### config.mk
export PLATFORM = sky130hd
export DESIGN_NAME = sync_fifo
export DESIGN_NICKNAME = d
export VERILOG_FILES = /design/src/rtl/sync_fifo_pkg.sv /design/src/rtl/sync_fifo_mem.sv /design/src/rtl/sync_fifo.sv
export SDC_FILE = /design/constraint.sdc
export NUM_CORES = 1
export LEC_CHECK = 0
export ABC_AREA = 1
export CORE_MARGIN = 1
export CORE_UTILIZATION = 35
export CTS_BUF_LIST = sky130_fd_sc_hd__clkbuf_8
export DETAILED_ROUTE_END_ITERATION = 12
export PLACE_DENSITY_LB_ADDON = 0.15
export SYNTH_ARGS = -nofsm -noshare
export SYNTH_HDL_FRONTEND = slang
export SYNTH_SLANG_ARGS = --single-unit
### constraint.sdc
create_clock -name clk -period 5.9 [get_ports clk]
set_clock_uncertainty 0.15 [all_clocks]
set_input_delay 1.475 -clock clk [delete_from_list [all_inputs] [get_ports clk]]
set_output_delay 1.475 -clock clk [all_outputs]
set_load 0.01 [all_outputs]
### src/rtl/sync_fifo_pkg.sv
// Shared definitions for the parametrised single-clock FIFO: pointer width
// helper and the bit positions of the sticky error flags.
package sync_fifo_pkg;

  localparam int ERR_OVF  = 0;
  localparam int ERR_UNF  = 1;
  localparam int ERR_BITS = 2;

  // Pointers carry one extra wrap bit above the memory address.
  function automatic int ptr_width(input int addr_width);
    return addr_width + 1;
  endfunction

endpackage

### src/rtl/sync_fifo_mem.sv
// Storage array for sync_fifo: one synchronous write port and one
// asynchronous read port; no reset so contents survive flush.
module sync_fifo_mem #(
  parameter int DATA_WIDTH = 8,
  parameter int ADDR_WIDTH = 3
) (
  input  logic                  clk,
  input  logic                  we_i,
  input  logic [ADDR_WIDTH-1:0] waddr_i,
  input  logic [DATA_WIDTH-1:0] wdata_i,
  input  logic [ADDR_WIDTH-1:0] raddr_i,
  output logic [DATA_WIDTH-1:0] rdata_o
);

  localparam int DEPTH = 1 << ADDR_WIDTH;

  logic [DATA_WIDTH-1:0] mem_q [DEPTH];

  always_ff @(posedge clk) begin
    if (we_i) begin
      mem_q[waddr_i] <= wdata_i;
    end
  end

  assign rdata_o = mem_q[raddr_i];

endmodule

### src/rtl/sync_fifo.sv
// Parametrised single-clock FIFO with registered occupancy flags, count,
// sticky overflow/underflow, flush and optional first-word-fall-through.
module sync_fifo
  import sync_fifo_pkg::*;
#(
  parameter int DATA_WIDTH    = 8,
  parameter int ADDR_WIDTH    = 3,
  parameter int AFULL_THRESH  = (1 << ADDR_WIDTH) - 2,
  parameter int AEMPTY_THRESH = 2,
  parameter bit FWFT          = 1'b0
) (
  input  logic                  clk,
  input  logic                  rst,
  input  logic [DATA_WIDTH-1:0] write_data,
  input  logic                  signal_write,
  input  logic                  signal_read,
  input  logic                  flush,
  input  logic                  clear_err,
  output logic [DATA_WIDTH-1:0] read_data,
  output logic                  full,
  output logic                  empty,
  output logic                  almost_full,
  output logic                  almost_empty,
  output logic [ADDR_WIDTH:0]   count,
  output logic                  overflow,
  output logic                  underflow
);

  localparam int PW = ptr_width(ADDR_WIDTH);
  typedef logic [PW-1:0] ptr_t;

  localparam ptr_t FULL_XOR = {1'b1, {ADDR_WIDTH{1'b0}}};
  localparam ptr_t AF_LVL   = ptr_t'(AFULL_THRESH);
  localparam ptr_t AE_LVL   = ptr_t'(AEMPTY_THRESH);

  ptr_t wptr_q, wptr_d;
  ptr_t rptr_q, rptr_d;
  ptr_t count_q, count_d;
  logic full_q, full_d;
  logic empty_q, empty_d;
  logic afull_q, afull_d;
  logic aempty_q, aempty_d;
  logic [ERR_BITS-1:0] err_q, err_d;
  logic [DATA_WIDTH-1:0] rdata_q, rdata_d;
  logic [DATA_WIDTH-1:0] mem_rdata;
  logic wr_ok, rd_ok, mem_we;
  logic ovf_ev, unf_ev;

  sync_fifo_mem #(
    .DATA_WIDTH(DATA_WIDTH),
    .ADDR_WIDTH(ADDR_WIDTH)
  ) u_mem (
    .clk     (clk),
    .we_i    (mem_we),
    .waddr_i (wptr_q[ADDR_WIDTH-1:0]),
    .wdata_i (write_data),
    .raddr_i (rptr_q[ADDR_WIDTH-1:0]),
    .rdata_o (mem_rdata)
  );

  always_comb begin
    // A read on empty is never accepted; a write into a full FIFO is
    // accepted only when a read frees a slot in the same cycle.
    rd_ok  = signal_read & ~empty_q;
    wr_ok  = signal_write & (~full_q | rd_ok);
    mem_we = wr_ok & ~flush;
    ovf_ev = signal_write & ~wr_ok & ~flush;
    unf_ev = signal_read & empty_q & ~flush;

    if (flush) begin
      wptr_d  = '0;
      rptr_d  = '0;
      count_d = '0;
    end else begin
      wptr_d  = wptr_q + ptr_t'(wr_ok);
      rptr_d  = rptr_q + ptr_t'(rd_ok);
      count_d = count_q + ptr_t'(wr_ok) - ptr_t'(rd_ok);
    end

    full_d   = (wptr_d ^ rptr_d) == FULL_XOR;
    empty_d  = (wptr_d == rptr_d);
    afull_d  = (count_d >= AF_LVL);
    aempty_d = (count_d <= AE_LVL);

    // A new error event beats a coincident clear.
    err_d          = err_q;
    err_d[ERR_OVF] = (err_q[ERR_OVF] & ~clear_err) | ovf_ev;
    err_d[ERR_UNF] = (err_q[ERR_UNF] & ~clear_err) | unf_ev;

    rdata_d = rdata_q;
    if (FWFT) begin
      if (!empty_q) rdata_d = mem_rdata;
    end else begin
      if (rd_ok && !flush) rdata_d = mem_rdata;
    end
  end

  always_ff @(posedge clk) begin
    if (rst) begin
      wptr_q   <= '0;
      rptr_q   <= '0;
      count_q  <= '0;
      full_q   <= 1'b0;
      empty_q  <= 1'b1;
      afull_q  <= 1'b0;
      aempty_q <= 1'b1;
      err_q    <= '0;
      rdata_q  <= '0;
    end else begin
      wptr_q   <= wptr_d;
      rptr_q   <= rptr_d;
      count_q  <= count_d;
      full_q   <= full_d;
      empty_q  <= empty_d;
      afull_q  <= afull_d;
      aempty_q <= aempty_d;
      err_q    <= err_d;
      rdata_q  <= rdata_d;
    end
  end

  // In FWFT mode the head word is shown live; rdata_q holds it once empty.
  assign read_data    = (FWFT && !empty_q) ? mem_rdata : rdata_q;
  assign full         = full_q;
  assign empty        = empty_q;
  assign almost_full  = afull_q;
  assign almost_empty = aempty_q;
  assign count        = count_q;
  assign overflow     = err_q[ERR_OVF];
  assign underflow    = err_q[ERR_UNF];

endmodule

==> flow_summary.toml <==
[outcome]
status = "finished clean"

[layout]
n_fill_cell = 1088
area_growth_pct = 14.7
register_area_um2 = 2440
mostFrequentLayoutCell = "nand2_1"
layout.nets = 468
layout_common_cells = "nand2_1, inv_1, edfxtp_1"
post-route-util_pct = 41.9
drive_above_1_share_pct = 7.33
multiInputGateArea_um2 = 1160
postLayoutCellArea_um2 = 4600
n_antenna_cell = 0

[yosys]
syn_nets = 440
ys_warn_count = 0
yosys_register_bits = 90
synth_xor_area_share_pct = 1.53
synth_fa_ha_area_share_pct = 2.99
seq_area_frac_synth_pct = 60.8
yosys.area.top_type_share_pct = 47.9
avgSynthCellArea_um2 = 9.63
synth_simple_gate_area_share_pct = 22.4
synthMuxAreaShare_pct = 0
synthTopCellsByArea = "edfxtp_1, dfxtp_1, nand2_1"
ys_types = 29
synth_compound_area_share_pct = 1.90
synth.largest_area_cell = "edfxtp_1"
syn_area_um2 = 4010
synth_top_family_by_area = "simple AND/OR/NAND/NOR gates"
synthCells = 417

[job]
max_cap_violations = 0

[place]
place_congestion = 0.776
dpl_cell_area_um2 = 4380
place_ws_ns = 1.76
dpl.hpwl_um = 5290
io_buffer_count = 31

[timing]
rsz0062_at_grt = "false"
maxSlewHeadroom_pct = 31.9
finalCriticalPeriod_ns = 3.76
fin_ws_ns = 2.14
slew_viol_final = 0
hold_viol_final = 0
finalSetupTns_ns = 0
max_freq_mhz = 266
setup_viol = 0
post-route-period-util_pct = 63.8
worst_slew_pin_slew_ns = 1.02

[power]
comb_power_share_pct = 5.8
seq_power_share_pct = 55.9
peakVddDrop_mv = 0.118
finalPower_mw = 1.23
p_sw_mw = 0.275
p_clk_share_pct = 38.3
cellLeakagePower_nw = 1.92
power_density_nw_per_um2 = 268
switching_share_pct = 22.3
power.internal_mw = 0.957

[global_routing]
grt_busiest_layer = "met2"
antenna_found_initial = 0
grt_overflow = 0
grt_max_degree = 34
met1_usage_pct = 20.9
grtUsageMet3_pct = 3.41
grt_pass1_vias = 2551
globalRouteMet2Util_pct = 24.8
grtUsageTotal_pct = 15.8
grt_pass1_wl_um = 13400

[cts]
post-cts-setup-buffers = 0
clock_sinks = 90
cts_made_buffers = 9
worstSkewPairLatency_ns = 0.36
cts_max_level = 3
post_cts_resized = 0
cts-hold-fix-buffers = 0
clockBufferDepth = 2
clkTransAtPathRegs_ns = 0.09
cts.root.buffer_cell = "clkbuf_8"
cts_tree = "yes"

[critical_path]
critical_path_required_ns = 6.06
crit_path_start_kind = "input port"
end_kind = "register"
arrival_ns = 3.92
path_class = "in2reg"
cp_max_fo = 4

[drt]
vias_per_cell = 4.55
routedWlPerCell_um = 14.5
vias = 2685
firstDrtPassIters = 5
wirelength_um = 8570
drc = 0
drt-initial-drc-count = 117
drtAntennaViolNets = 0

[floorplan]
die_x_um = 109
start_util_pct = 36.5
dieHeight_um = 109
core_area_um2 = 11000
core.rowCount = 38
die_area_um2 = 11900
ioPinCount = 32

[min_path]
hp-class = "reg2reg"
[state kept, by name, summed over array words and instances (netlist names)]
signal	count
almost_full	1
empty	1
err_q	2
full	1
almost_empty	1
read_data	8
count	4
rptr_q	4
u_mem.mem_q	64
wptr_q	4
[worst paths after layout]
path | endpoint | depth (start not counted) | startpoint | slack (ns)
worst max register to register | almost_empty | 14 | empty | 3.40
worst max-delay path | almost_empty | 16 | signal_read | 2.14
worst min-delay path | read_data[0] | 2 | read_data[0] | 0.32
worst min register to register | read_data[0] | 2 | read_data[0] | 0.32
[final cells by class]
cell class / count / area share, %
tap: 140 / 3.80
sequential: 90 / 53.0
clock inverter: 7 / 2.20
multi-input combinational: 237 / 25.2
clock buffer: 9 / 2.69
inverter: 75 / 6.20
timing repair buffer: 32 / 6.90
[cell families (layout without fill, tap and decap cells)]
| family | count (synthesis) | in the layout |
|---|---|---|
| and+or+nand+nor | 207 | 207 |
| DFF | 90 | 90 |
| buffers and inverters | 90 | 123 |
| AOI/OAI and AO/OA | 14 | 14 |
| adders and majority gates | 9 | 9 |
| xor gates and xnor gates | 7 | 7 |
[synthesized netlist by cell type (all sizes together)]
library cell,instances
a21oi,9
a32oi,1
buf,13
clkbuf,2
clkinv,2
dfxtp,26
edfxtp,64
fa,1
ha,8
inv,73
nand2,122
nand3,55
nand4,1
nor2,27
o21ai,3
o21bai,1
or2,2
xnor2,5
xor2,2
[power by group through the flow]
stage | registers, mW | logic [mW] | clock network (mW)
floorplan | 0.705 | 0.0390 | 0
global placement | 0.703 | 0.0720 | 0
detailed placement | 0.703 | 0.0725 | 0
CTS | 0.688 | 0.0728 | 0.486
global route | 0.689 | 0.0819 | 0.511
finish | 0.688 | 0.0717 | 0.472
[layer usage]
metal	routed length, µm	vias to the layer above
li1	-	1380
met1	4210	1238
met2	3810	49
met3	336	18
met4	213	0
met5	0	-
[critical path, stage by stage]
cell             delay (ns)
clkdlybuf4s50_1        0.47
inv_1                  0.06
nor2_4                 0.13
nor2_1                 0.10
nor2_4                 0.10
inv_2                  0.06
ha_1                   0.27
inv_1                  0.04
ha_1                   0.20
fa_1                   0.38
or2_2                  0.32
nand3_1                0.07
o21ai_0                0.08
nand2_1                0.06
nand2_1                0.06
inv_1                  0.04
[through the flow]
stage	std cells	hold WS, ns
after detailed placement	574	0.309
after global routing	590	0.352
after floorplan	417	0.340
final	590	0.320
after global placement	574	0.304
after CTS	590	0.322
Note: power is estimated with default switching activity, not from simulation.
==> edit: new RTL, config.mk and constraints unchanged <==
`FWFT`: 1'b0 -> 1'b1.
--- a/src/rtl/sync_fifo.sv
+++ b/src/rtl/sync_fifo.sv
@@ -9,3 +9,3 @@
   parameter int AEMPTY_THRESH = 2,
-  parameter bit FWFT          = 1'b0
+  parameter bit FWFT          = 1'b1
 ) (
Check against the original RTL: not equivalent (a bounded check fails within 4 cycles, from zero or initial values and one cycle with rst high).
==> edit against the unedited design <==
- sequential cell count did not move
- setup slack got worse by 0.36 ns
- cell area rose by 0.90%
- clock power fell by 6.4%
- total power fell by 0.82%
- area after synthesis rose by 0.81%
- wire length rose by 5.7%
==> edit: results <==
[yosys]
synth-seq-area-share = 0.6036
yosysUniqueCellTypes = 28
synthArstFlopShare = 0
ys_top_cells_by_area = edfxtp_1 (47%), dfxtp_1 (13%), nand2_1 (11%)
netlist_top_cells_count = nand2_1 (123), inv_1 (74), edfxtp_1 (64)
syn_nets = 456
synth_cells = 433

[clocking]
numCtsBuffers = 9
ctsResizeCount = 0
path_clk_slew_ns = 0.08

[routing]
drt_iter0_markers = 168
viasPerCell = 4.547
wl_per_cell_um = 14.92
drt-total-wl_um = 9058
first_pass_iters = 4

[global_routing]
grt_pass1_wl_um = 14900
grt_usage = 0.1745
first_global_vias = 2789

[placed_design]
gp_congestion = 0.7354
hpwl_um = 5882
placedCellCount = 591
dpl-instance-area_um2 = 4442
port_buffers = 31

[worst_setup_path]
rrSetupSlack_ns = 3.36
cp_data_arrival_time_ns = 2.49
crit_fanout = 12
cp-startpoint = rptr_q[2]
crit_end = read_data[1]

[finish]
biggestRegsByFlops = u_mem.mem_q (64), rdata_q (8)
drive_above_1_share = 0.06210
n_fill_cell = 1094
nNetsFinal = 485
stdcell_area_um2 = 4646

[power_and_ir_drop]
switching_share = 0.2178
p_leak_nw = 1.988
vdd_drop_max_v = 0.00009758

[sta]
worst_pin_slew_ns = 0.9844

[outcome]
run_status = completed
[edit: cells by family (layout without fill, tap and decap cells)]
group,after synthesis,count (layout),synth area share
compound gates,16,16,0.02196
fa+ha+maj,9,9,0.02969
simple gates,218,218,0.2338
buf+inv,95,129,0.1002
flops,90,90,0.6036
xor+xnor,5,5,0.01082
[edit: how the worst min path moves through the flow]
stage,from,end,slack [ns],depth (start not counted)
6_report,rdata_q[6],rdata_q[6],0.32,2
5_1_grt,rdata_q[1],rdata_q[1],0.34,2
4_1_cts,rdata_q[6],rdata_q[6],0.33,2
3_5_place_dp,rdata_q[3],rdata_q[3],0.32,2
3_3_place_gp,rdata_q[6],rdata_q[6],0.31,2
2_1_floorplan,rdata_q[6],rdata_q[6],0.29,2
[edit: power by group through the flow]
stage | sequential, mW | clock [mW] | combinational, mW
after CTS | 0.692 | 0.458 | 0.0909
after floorplan | 0.705 | 0 | 0.0479
after detailed placement | 0.706 | 0 | 0.0906
after global routing | 0.693 | 0.478 | 0.0998
final | 0.691 | 0.442 | 0.0887
after global placement | 0.706 | 0 | 0.0893
[edit: layer usage]
metal	global-route usage	routed length, µm	share of wire
met3	0.02312	404	0.045
met2	0.2871	4392	0.48
met4	0.08000	174	0.019
met5	0	0	0
met1	0.2289	4087	0.45
[edit: per-stage QoR]
step / power [mW] / worst slack [ns]
4_1_cts: 1.240 / 1.706
6_report: 1.222 / 1.781
3_5_place_dp: 0.7966 / 1.934
5_1_grt: 1.270 / 1.635
2_1_floorplan: 0.7534 / 2.591
3_3_place_gp: 0.7952 / 1.975
[edit: critical path: stages, from the launching register on]
cell and delay (ns):
dfxtp_1 0.74, inv_1 0.39, nand3_1 0.19, nand3_1 0.15
nand2_1 0.12, clkdlybuf4s50_1 0.55
[edit: final cells by class]
cell class | instances | share of cell area
tap | 140 | 0.03771
inverter | 80 | 0.06464
clock inverter | 7 | 0.01724
sequential | 90 | 0.5257
clock buffer | 9 | 0.02666
multi-input combinational | 248 | 0.2580
timing repair buffer | 33 | 0.07002
